<file path="config.mk">
export PLATFORM = sky130hd
export DESIGN_NAME = fft_frame_sched
export DESIGN_NICKNAME = d
export VERILOG_FILES = /design/src/rtl/fft_frame_sched.sv
export SDC_FILE = /design/constraint.sdc
export NUM_CORES = 1
export LEC_CHECK = 0
export ABC_CLOCK_PERIOD_IN_PS = 5900
export CAP_MARGIN = 5
export CORE_MARGIN = 10
export CORE_UTILIZATION = 55
export CTS_CLUSTER_SIZE = 12
export DETAILED_ROUTE_END_ITERATION = 8
export DONT_BUFFER_PORTS = 1
export GPL_TIMING_DRIVEN = 1
export PLACE_DENSITY_LB_ADDON = 0.2
export SYNTH_ARGS = -nofsm -noshare
export SYNTH_HDL_FRONTEND = slang
export SYNTH_SLANG_ARGS = --single-unit
</file>
<file path="constraint.sdc">
create_clock -name clk -period 5.9 [get_ports clk]
set_input_delay 1.18 -clock clk [delete_from_list [all_inputs] [get_ports clk]]
set_output_delay 1.18 -clock clk [all_outputs]
set_load 0.01 [all_outputs]
</file>
<file path="src/rtl/fft_frame_sched.sv">
// Arbitrates TX (IFFT) and RX (FFT) requesters onto the shared FFT core one whole frame at a time
// and tags each frame leaving the core with its owner via a small in-order owner FIFO.
module fft_frame_sched #(
  parameter int N       = 128,
  parameter int ADDR_W  = 7,
  parameter int MAX_OUT = 2
) (
  input  logic              clk,
  input  logic              reset,
  input  logic              req0,
  input  logic              req1,
  output logic              gnt0,
  output logic              gnt1,
  output logic              sel,
  output logic              rd_en,
  output logic [ADDR_W-1:0] rd_addr,
  input  logic              sink_ready,
  output logic              sink_valid,
  output logic              sink_sop,
  output logic              sink_eop,
  output logic              sink_inverse,
  input  logic              source_valid,
  input  logic              source_eop,
  output logic              src_owner,
  output logic              busy,
  output logic              err
);

  typedef enum logic {IDLE = 1'b0, STREAM = 1'b1} state_e;

  localparam logic [ADDR_W-1:0] LAST     = ADDR_W'(N - 1);
  localparam logic [2:0]        OUT_MAX  = 3'(MAX_OUT);
  localparam logic [1:0]        PTR_LAST = 2'(MAX_OUT - 1);

  state_e            state_q, state_d;
  logic [ADDR_W-1:0] cnt_q, cnt_d;
  logic              sel_q, sel_d;
  logic              last_owner_q, last_owner_d;
  logic              gnt0_q, gnt0_d;
  logic              gnt1_q, gnt1_d;
  logic [3:0]        owner_q;
  logic [1:0]        rd_ptr_q, wr_ptr_q;
  logic [2:0]        outst_q;
  logic              err_q;

  logic any_req, winner, start, accept, last_acc, pop_req, pop;

  function automatic logic [1:0] ptr_inc(input logic [1:0] p);
    return (p == PTR_LAST) ? 2'd0 : p + 2'd1;
  endfunction

  assign any_req  = req0 | req1;
  // On a tie the requester that did not own the previous frame wins.
  assign winner   = (req0 & req1) ? ~last_owner_q : req1;
  assign start    = (state_q == IDLE) & any_req & (outst_q < OUT_MAX);
  assign accept   = (state_q == STREAM) & sink_ready;
  assign last_acc = accept & (cnt_q == LAST);
  assign pop_req  = source_valid & source_eop;
  assign pop      = pop_req & (outst_q != 3'd0);

  always_ff @(posedge clk or negedge reset) begin
    if (!reset) state_q <= IDLE;
    else        state_q <= state_d;
  end

  always_comb begin
    state_d = state_q;
    case (state_q)
      IDLE:   if (start)    state_d = STREAM;
      STREAM: if (last_acc) state_d = IDLE;
    endcase
  end

  always_comb begin
    sink_valid   = (state_q == STREAM);
    sink_sop     = sink_valid & (cnt_q == '0);
    sink_eop     = sink_valid & (cnt_q == LAST);
    sink_inverse = sink_valid & ~sel_q;
    rd_addr      = sink_valid ? cnt_q : '0;
    rd_en        = sink_valid & sink_ready;
    gnt0         = gnt0_q;
    gnt1         = gnt1_q;
    sel          = sel_q;
    busy         = sink_valid | (outst_q != 3'd0);
    err          = err_q;
    src_owner    = (outst_q != 3'd0) & owner_q[rd_ptr_q];
  end

  always_comb begin
    cnt_d        = cnt_q;
    sel_d        = sel_q;
    last_owner_d = last_owner_q;
    gnt0_d       = 1'b0;
    gnt1_d       = 1'b0;
    if (start) begin
      cnt_d        = '0;
      sel_d        = winner;
      last_owner_d = winner;
      gnt0_d       = ~winner;
      gnt1_d       = winner;
    end else if (last_acc) begin
      cnt_d = '0;
    end else if (accept) begin
      cnt_d = cnt_q + 1'b1;
    end
  end

  always_ff @(posedge clk or negedge reset) begin
    if (!reset) begin
      cnt_q        <= '0;
      sel_q        <= 1'b0;
      last_owner_q <= 1'b1;
      gnt0_q       <= 1'b0;
      gnt1_q       <= 1'b0;
    end else begin
      cnt_q        <= cnt_d;
      sel_q        <= sel_d;
      last_owner_q <= last_owner_d;
      gnt0_q       <= gnt0_d;
      gnt1_q       <= gnt1_d;
    end
  end

  // Owner FIFO: entry pushed on the final sink accept, popped on source eop.
  always_ff @(posedge clk or negedge reset) begin
    if (!reset) begin
      owner_q  <= '0;
      rd_ptr_q <= 2'd0;
      wr_ptr_q <= 2'd0;
      outst_q  <= 3'd0;
      err_q    <= 1'b0;
    end else begin
      if (last_acc) begin
        owner_q[wr_ptr_q] <= sel_q;
        wr_ptr_q          <= ptr_inc(wr_ptr_q);
      end
      if (pop) rd_ptr_q <= ptr_inc(rd_ptr_q);
      if (last_acc & ~pop)      outst_q <= outst_q + 3'd1;
      else if (pop & ~last_acc) outst_q <= outst_q - 3'd1;
      if (pop_req & (outst_q == 3'd0)) err_q <= 1'b1;
    end
  end

endmodule

</file>
======== Yosys cells after proc, flatten, opt, wreduce, memory -nomap -nowiden ========
Cells that the tools add are included.
storage, ports and cells
  logic and storage cells ................. 70
  output and inout port bits .............. 18
  register bits ........................... 24
cells by class
  order comparisons ....................... 4
  bitwise logic cells ..................... 22
  equal/unequal tests ..................... 3
  reductions and logical operators ........ 6
  mux-type cells .......................... 19
  add/sub/neg operators ................... 5
operators with widths
  kind                   count
  $mux W7                4
  $and A1 B1 Y1          14
  $add A7 B1 Y7 const B  1
  $eq A7 B7 Y1 const B   1
  $logic_not A7 Y1       1
  $mux W1                7
  $lt A2 B3 Y1 const B   2
  $mux W3                2
  $not A1 Y1             6
  $reduce_bool A3 Y1     2
  $add A2 B1 Y2 const B  2
  $bwmux W4              1
  $eq A2 B1 Y1 const B   2
  $mux W2                2
  $add A3 B1 Y3 const B  1
  $logic_not A3 Y1       1
  $lt A3 B2 Y1 const B   1
  $sub A3 B1 Y3 const B  1
  $bmux W1 S2            1
  $demux W1 S2           1
  $ge A2 B1 Y1 const B   1
  $or A1 B1 Y1           2
  $pmux W1 S2            1
  $reduce_bool A2 Y1     1
  $logic_and A1 B1 Y1    1

======== Depth between registers and ports, before layout ========
Gate-level depths: netlist of run 1.
  word-level depth ........................ 6
  depth in mapped cells ................... 9
  gate-level depth less buffers ........... 9

======== Worst setup path before layout of run 1 ========
No wires, ideal clock.
  path kind ............................... input port to flip-flop
  from .................................... in sink_ready
  to ...................................... reg outst_q[2]
  required time ........................... 5.821 ns
  buffers on the path ..................... 0
  slack ................................... 3.225 ns
  stages .................................. 8
  arrival ................................. 2.596 ns
  cells stage by stage .................... nand4_2 nor2_4 ha_1 inv_1 fa_1 xor2_1 nor2_1 xor2_1
on the way
  longest elaborated chain between the ends .. 5
  elaborated cells between the ends (all ways) .. 7
  classes of those cells .................. 1 x mux; 5 x bitwise; 1 x reduce/logical
ends and longest elaborated chain
  item                                 RTL line  text
  from (decl)                          17        input logic sink_ready,
  $and A1 B1 Y1 *                      56        assign accept = (state_q == STREAM) & sink_ready;
  $and A1 B1 Y1 *                      57        assign last_acc = accept & (cnt_q == LAST);
  net last_acc                         46        logic any_req, winner, start, accept, last_acc, pop_req, pop;
  $not A1 Y1                           139       else if (pop & ~last_acc) outst_q <= outst_q - 3'd1;
  $and A1 B1 Y1                        139
  $reduce_bool A2 Y1 (no source line)  --
  to (signal assigned)                 138       if (last_acc & ~pop) outst_q <= outst_q + 3'd1;
  to (signal assigned)                 139
  to (decl)                            43        logic [2:0] outst_q;
Mark *: on every way through the listed nets, which the timed path passes. The rest lies on a longest branch.
A chain may end at the register's enable or synchronous reset.

======== Worst setup path in the final report of run 1 ========
  from .................................... reg state_q (netlist: sink_valid)
  to ...................................... out sink_sop
on the way
  longest elaborated chain between the ends .. 1
ends and longest elaborated chain
  item                    RTL line  text
  from (decl)             35        state_e state_q, state_d;
  from (signal assigned)  63        else state_q <= state_d;
  $and A1 B1 Y1           76        sink_sop = sink_valid & (cnt_q == '0);
  to (decl)               19        output logic sink_sop,
No other way between the ends.

==> results of run 1 <==
## power breakdown
part           switching, mW  internal [mW]
logic                 0.0592         0.0548
registers             0.0568          0.201
clock network         0.0486         0.0376
## worst min path at each step
| stage | slack, ns | depth (start not counted) | end | from |
|---|---|---|---|---|
| floorplan | 0.45 | 1 | owner_q[2]$_DFFE_PN0P_ | owner_q[2]$_DFFE_PN0P_ |
| CTS | 0.51 | 1 | owner_q[0]$_DFFE_PN0P_ | owner_q[0]$_DFFE_PN0P_ |
| global route | 0.51 | 0 | outst_q[0]$_DFFE_PN0P_ | reset |
| global placement | 0.47 | 1 | owner_q[0]$_DFFE_PN0P_ | owner_q[0]$_DFFE_PN0P_ |
| detailed placement | 0.48 | 1 | owner_q[0]$_DFFE_PN0P_ | owner_q[0]$_DFFE_PN0P_ |
| finish | 0.50 | 1 | owner_q[2]$_DFFE_PN0P_ | owner_q[2]$_DFFE_PN0P_ |
## state kept, by name, summed over array words and instances (netlist names)
register      count
gnt1              1
wr_ptr_q          2
sel               1
cnt_q             7
err               1
gnt0              1
owner_q           4
sink_valid        1
outst_q           3
last_owner_q      1
rd_ptr_q          2
## logic make-up after synthesis
family | count (synthesis)
multiplexers | 6
buffers and inverters | 9
adder cells (fa/ha/maj) | 4
XOR/XNOR | 6
AO/OA/AOI/OAI | 20
flip-flops | 24
AND/OR/NAND/NOR | 43
## worst max-delay path, cell delays in order, from the launching register on
cell and delay (ns):
dfrtp_1 0.70, clkinv_1 0.33, nor4_1 0.59
## layout by cell type (no fill, tap or decap), drive strengths merged, types with 2 or more instances in the layout
| cell type | n |
|---|---|
| or3 | 4 |
| a21oi | 6 |
| xnor2 | 2 |
| dfrtp | 23 |
| nand4 | 4 |
| inv | 7 |
| nor3 | 4 |
| nor4 | 3 |
| nor2 | 8 |
| mux2 | 5 |
| o211ai | 2 |
| a211oi | 3 |
| nand2b | 2 |
| o21ai | 3 |
| o21a | 2 |
| and2 | 4 |
| nand3 | 3 |
| nand2 | 6 |
| ha | 3 |
| clkbuf | 4 |
| xor2 | 4 |
## per-layer routing
metal  vias to the layer above  track usage (%)  share of wire [%]
met4                         0            3.846               0.55
met5                         -                0                  0
met3                         2            3.967                9.7
met2                        33            18.13                 47
li1                        413                -                  -
met1                       426            13.35                 43
## per-stage QoR
step	util, %	setup WS [ns]	area, µm²	total power [mW]	std cells
2_1_floorplan	-	3.225	1236	0.3468	112
3_3_place_gp	58.25	3.134	1264	0.3724	139
3_5_place_dp	58.25	3.060	1264	0.3772	139
4_1_cts	59.92	2.772	1300	0.4636	143
5_1_grt	59.92	2.630	1300	0.4912	143
6_report	59.92	2.788	1300	0.4577	143
## layout make-up
class,instances,area [µm²]
clock buffer,4,36.28
fill,188,869.6
inverter,8,30.03
multi-input combinational,79,596.8
sequential,24,601.8
tap,28,35.03
==> impl_metrics.tcl, run 1 <==
set metrics [dict create \
    synth_simple_gate_area_share_pct 22.27 \
    h-tree-depth 1 \
    crit_path_start "sink_valid$_DFF_PN0_" \
    arrival_ns 1.93 \
    skew_ns 0.006484 \
    clkTransAtPathRegs_ns 0.13 \
    finalCriticalPeriod_ns 3.112 \
    synth_edf_count 0 \
    finalCritPeriodShare_pct 52.74 \
    holdWs_ns 0.5035 \
    vias_per_cell 6.112 \
    numCtsBuffers 3 \
    place_congestion 0.7639 \
    maxCapViolCount 0 \
    cts_root_buffer "clkbuf_4" \
    yosys_most_used_dff "dfrtp_1" \
    cts_hold_buf 0 \
    overflow 0 \
    async_reset_ff_share_pct 100.0 \
    crit_fanout 12 \
    core_um2 2170 \
    fp-row-count 17 \
    cp.required_ns 4.72 \
    timing.setup.tns_ns 0 \
    rrSetupSlack_ns 3.48 \
    grtUsageTotal_pct 11.13 \
    layout-drive-gt1-share_pct 13.91 \
    syn-num-nets 123 \
    syn2layout_area_growth_pct 5.162 \
    drc 0 \
    vias 874 \
    crit_end "sink_sop" \
    die_w_um 67.41 \
    yosysWarnings 0 \
    fmax_mhz 321.3 \
    synth_top_area_cell "dfrtp_1" \
    postSynthCellCount 112 \
    die_area_um2 4544 \
    cts_tree "built" \
    power_density_nw_per_um2 352.1 \
    avgSynthCellArea_um2 11.04 \
    drt_first_pass_iters 4 \
    power_leakage_nw 0.5494 \
    grt_max_degree 25 \
    insertion_delay_ns 0.31 \
    cts-resized-gates 0 \
    port_buffers 0 \
    drtIter0Drc 48 \
    ys_seq_area_share_pct 48.68 \
    hold_class "reg2reg" \
    worstReg2RegStart "sink_valid$_DFF_PN0_" \
    rsz0062_at_grt "no" \
    drtAntennaViolNets 0 \
    antenna_found_initial 0 \
    ir_drop_mv 0.1965 \
    status "finished clean" \
    finalWirelength_um 2363 \
    ys_top_cells_by_count "dfrtp_1, nor2_1, a21oi_1, inv_1, nand2_1" \
    grt_pass1_vias 850 \
    ioPinCount 25 \
    cp-end-kind "primary output" \
    slew_viol_final 0 \
    reg2reg_depth 8 \
    synth_top_area_share_pct 46.56 \
    ys_ff_latch 24 \
    synth_top_family_by_area "simple AND/OR/NAND/NOR gates" \
    ys_types 42 \
    initial_core_util_pct 56.98 \
    syn_area_um2 1236 \
    dieHeight_um 67.41 \
    synthAdderAreaFrac_pct 4.656 \
    synth_most_common_cell "dfrtp_1" \
    max-slew-margin-rel_pct 62.63 \
    path_class "reg2out" \
    hold_viol 0 \
    synth_xor_xnor_area_share_pct 4.251 \
    r2r_end "outst_q[2]$_DFFE_PN0P_" \
    worst_pin_slew_ns 0.5554 \
    wl_per_cell_um 16.52 \
    cts_setup_buffers 0 \
    clockBufferDepth 2 \
    setup_viol_count_final 0 \
    synth_compound_area_share_pct 10.73 \
    cp-start-kind "flip-flop" \
    grt_pass1_wl_um 3995 \
    hpwl_um 1777 \
    cts_sinks 24 \
    nNetsFinal 127 \
    synth.area.mux_share_pct 6.377 \
    synthTopCellsByArea "dfrtp_1, mux2_1, ha_1, xor2_1, a21oi_1" \
    n_antenna_cell 0 \
]
(Power assumes the default switching activity.)
==> run 2, diff against run 1 <==
--- a/config.mk
+++ b/config.mk
@@ -5,7 +5,7 @@
 export SDC_FILE = /design/constraint.sdc
 export NUM_CORES = 1
 export LEC_CHECK = 0
-export ABC_CLOCK_PERIOD_IN_PS = 5900
+export ABC_CLOCK_PERIOD_IN_PS = 3300
 export CAP_MARGIN = 5
 export CORE_MARGIN = 10
 export CORE_UTILIZATION = 55
==> constraint.sdc (replaced) <==
create_clock -name clk -period 3.3 [get_ports clk]
set_input_delay 0.66 -clock clk [delete_from_list [all_inputs] [get_ports clk]]
set_output_delay 0.66 -clock clk [all_outputs]
set_load 0.01 [all_outputs]
==> run 2 against run 1 <==
Effect of this change:
- combinational power grew 82%
- routed wire length is 6.4% higher
- sequential share of layout area unchanged
- critical endpoint unchanged
- clock power up 75%
- largest cell class unchanged
==> impl_metrics.tcl, run 2 (same netlist as run 1, synthesis figures left out) <==
set metrics [dict create \
    crit_fanout 12 \
    die_w_um 67.41 \
    reg2reg_depth 8 \
    place_inst 139 \
    grt_pass1_vias 856 \
    vias 846 \
    setup_viol_count_final 0 \
    drt_first_pass_iters 4 \
    skew_ns 0.007427 \
    power_mw 0.8254 \
    cts_setup_buffers 0 \
    cp-end-kind "primary output" \
    port_buffers 0 \
    finalCriticalPeriod_ns 2.587 \
    arrival_ns 1.93 \
    fmax_mhz 386.5 \
    cts_tree "built" \
    cts_sinks 24 \
    crit_buf_inv 1 \
    cpPeakStageDelay_ns 0.69 \
    core_um2 2170 \
    reg_top3 "cnt_q (7), owner_q (4), outst_q (3)" \
    finalCritPeriodShare_pct 78.40 \
    cts_root_buffer "clkbuf_4" \
    nNetsFinal 127 \
    worst_pin_slew_ns 0.5471 \
    max-slew-margin-rel_pct 63.19 \
    wl_per_cell_um 17.59 \
    r2r_end "outst_q[2]$_DFFE_PN0P_" \
    regMostFlops "cnt_q" \
    finalWirelength_um 2515 \
    worstReg2RegStart "sink_valid$_DFF_PN0_" \
    numCtsBuffers 3 \
    drc 0 \
    cts_hold_buf 0 \
    die_area_um2 4544 \
    layout-drive-gt1-share_pct 13.91 \
    use_met2_pct 19.55 \
    cp-start-kind "flip-flop" \
    busiest_layer "met2" \
    rsz0062_at_grt "no" \
    nFillCells 183 \
    clockBufferDepth 2 \
    timing.setup.tns_ns 0 \
    seq_area_um2 601.8 \
    grt_util_met3_pct 3.636 \
    cp_slowest_cell "dfrtp_1" \
    drtIter0Drc 30 \
    clkTransAtPathRegs_ns 0.13 \
    grt_pass1_wl_um 4264 \
    hold_viol 0 \
    n_antenna_cell 0 \
    fp-row-count 17 \
    path_class "reg2out" \
    dieHeight_um 67.41 \
    power_density_nw_per_um2 634.9 \
    grt_max_degree 25 \
    ir_drop_mv 0.3136 \
    hold_class "in2async" \
    place_congestion 0.8669 \
    path_cells "clkinv_1 -> nor4_1" \
    cts-resized-gates 0 \
    fin_cells 143 \
    status "finished clean" \
    vias_per_cell 5.916 \
    multi_input_area_um2 596.8 \
    met1_usage_pct 14.77 \
    initial_core_util_pct 56.98 \
    grtUsageTotal_pct 11.97 \
    insertion_delay_ns 0.31 \
    hpwl_um 1906 \
    holdWs_ns 0.02364 \
    h-tree-depth 1 \
    ioPinCount 25 \
    final_common_cell "dfrtp_1" \
    power_leakage_nw 0.5494 \
    drtAntennaViolNets 0 \
    slew_viol_final 0 \
    overflow 0 \
    syn2layout_area_growth_pct 5.162 \
    rrSetupSlack_ns 0.89 \
    most-common-layout-cells "dfrtp_1, nor2_1, inv_1, a21oi_1, nand2_1" \
    antenna_found_initial 0 \
    postLayoutCellArea_um2 1300 \
    cp.required_ns 2.64 \
    path_delay_family "flip-flops" \
    maxCapViolCount 0 \
    placed_area_um2 1264 \
    largest_reg_flops 7 \
]
-- run 2: cell counts in the layout (fill, tap and decap cells not counted) --
Identical to the previous run, type by type.
-- run 2: stage by stage --
step                      utilization, %  setup WS (ns)
after floorplan                        -          1.145
after global placement             58.25          1.027
after detailed placement           58.25         0.9176
after CTS                          59.92         0.6761
after global routing               59.92         0.5318
final                              59.92         0.7127
-- run 2: layer usage --
metal,up-vias,share of wire (%)
li1,410,-
met2,23,48
met4,0,0.64
met5,-,0
met1,411,43
met3,2,7.9
-- run 2: worst register-to-register path: stages, from the launching register on --
cell and delay [ns]:
dfrtp_1 0.69, nand4_4 0.26, nor2_4 0.31, ha_1 0.23, inv_1 0.06, fa_1 0.37
xor2_1 0.15, nor2_1 0.11, xor2_1 0.16
-- run 2: report_power, final --
| part | internal (mW) | total [mW] | switching (mW) | leakage, nW |
|---|---|---|---|---|
| Clock | 0.0673 | 0.151 | 0.0838 | 0.0210 |
| Combinational | 0.0985 | 0.207 | 0.108 | 0.234 |
| Sequential | 0.359 | 0.468 | 0.109 | 0.294 |
-- run 2: final cells by class --
class,count,share of cell area (%)
well taps,28,2.695
inverters,8,2.310
clock buffers,4,2.791
multi-input cells,79,45.91
flip-flops and latches,24,46.29
-- run 2: worst max-delay path by stage --
| stage | startpoint | endpoint | slack [ns] | cells past startpoint |
|---|---|---|---|---|
| detailed placement | sink_valid$_DFF_PN0_ | outst_q[2]$_DFFE_PN0P_ | 0.92 | 8 |
| CTS | sink_valid$_DFF_PN0_ | sink_sop | 0.68 | 2 |
| finish | sink_valid$_DFF_PN0_ | sink_sop | 0.71 | 2 |
| global placement | sink_valid$_DFF_PN0_ | outst_q[2]$_DFFE_PN0P_ | 1.03 | 8 |
| global route | sink_valid$_DFF_PN0_ | sink_sop | 0.53 | 2 |
| floorplan | sink_ready | outst_q[2]$_DFFE_PN0P_ | 1.14 | 8 |
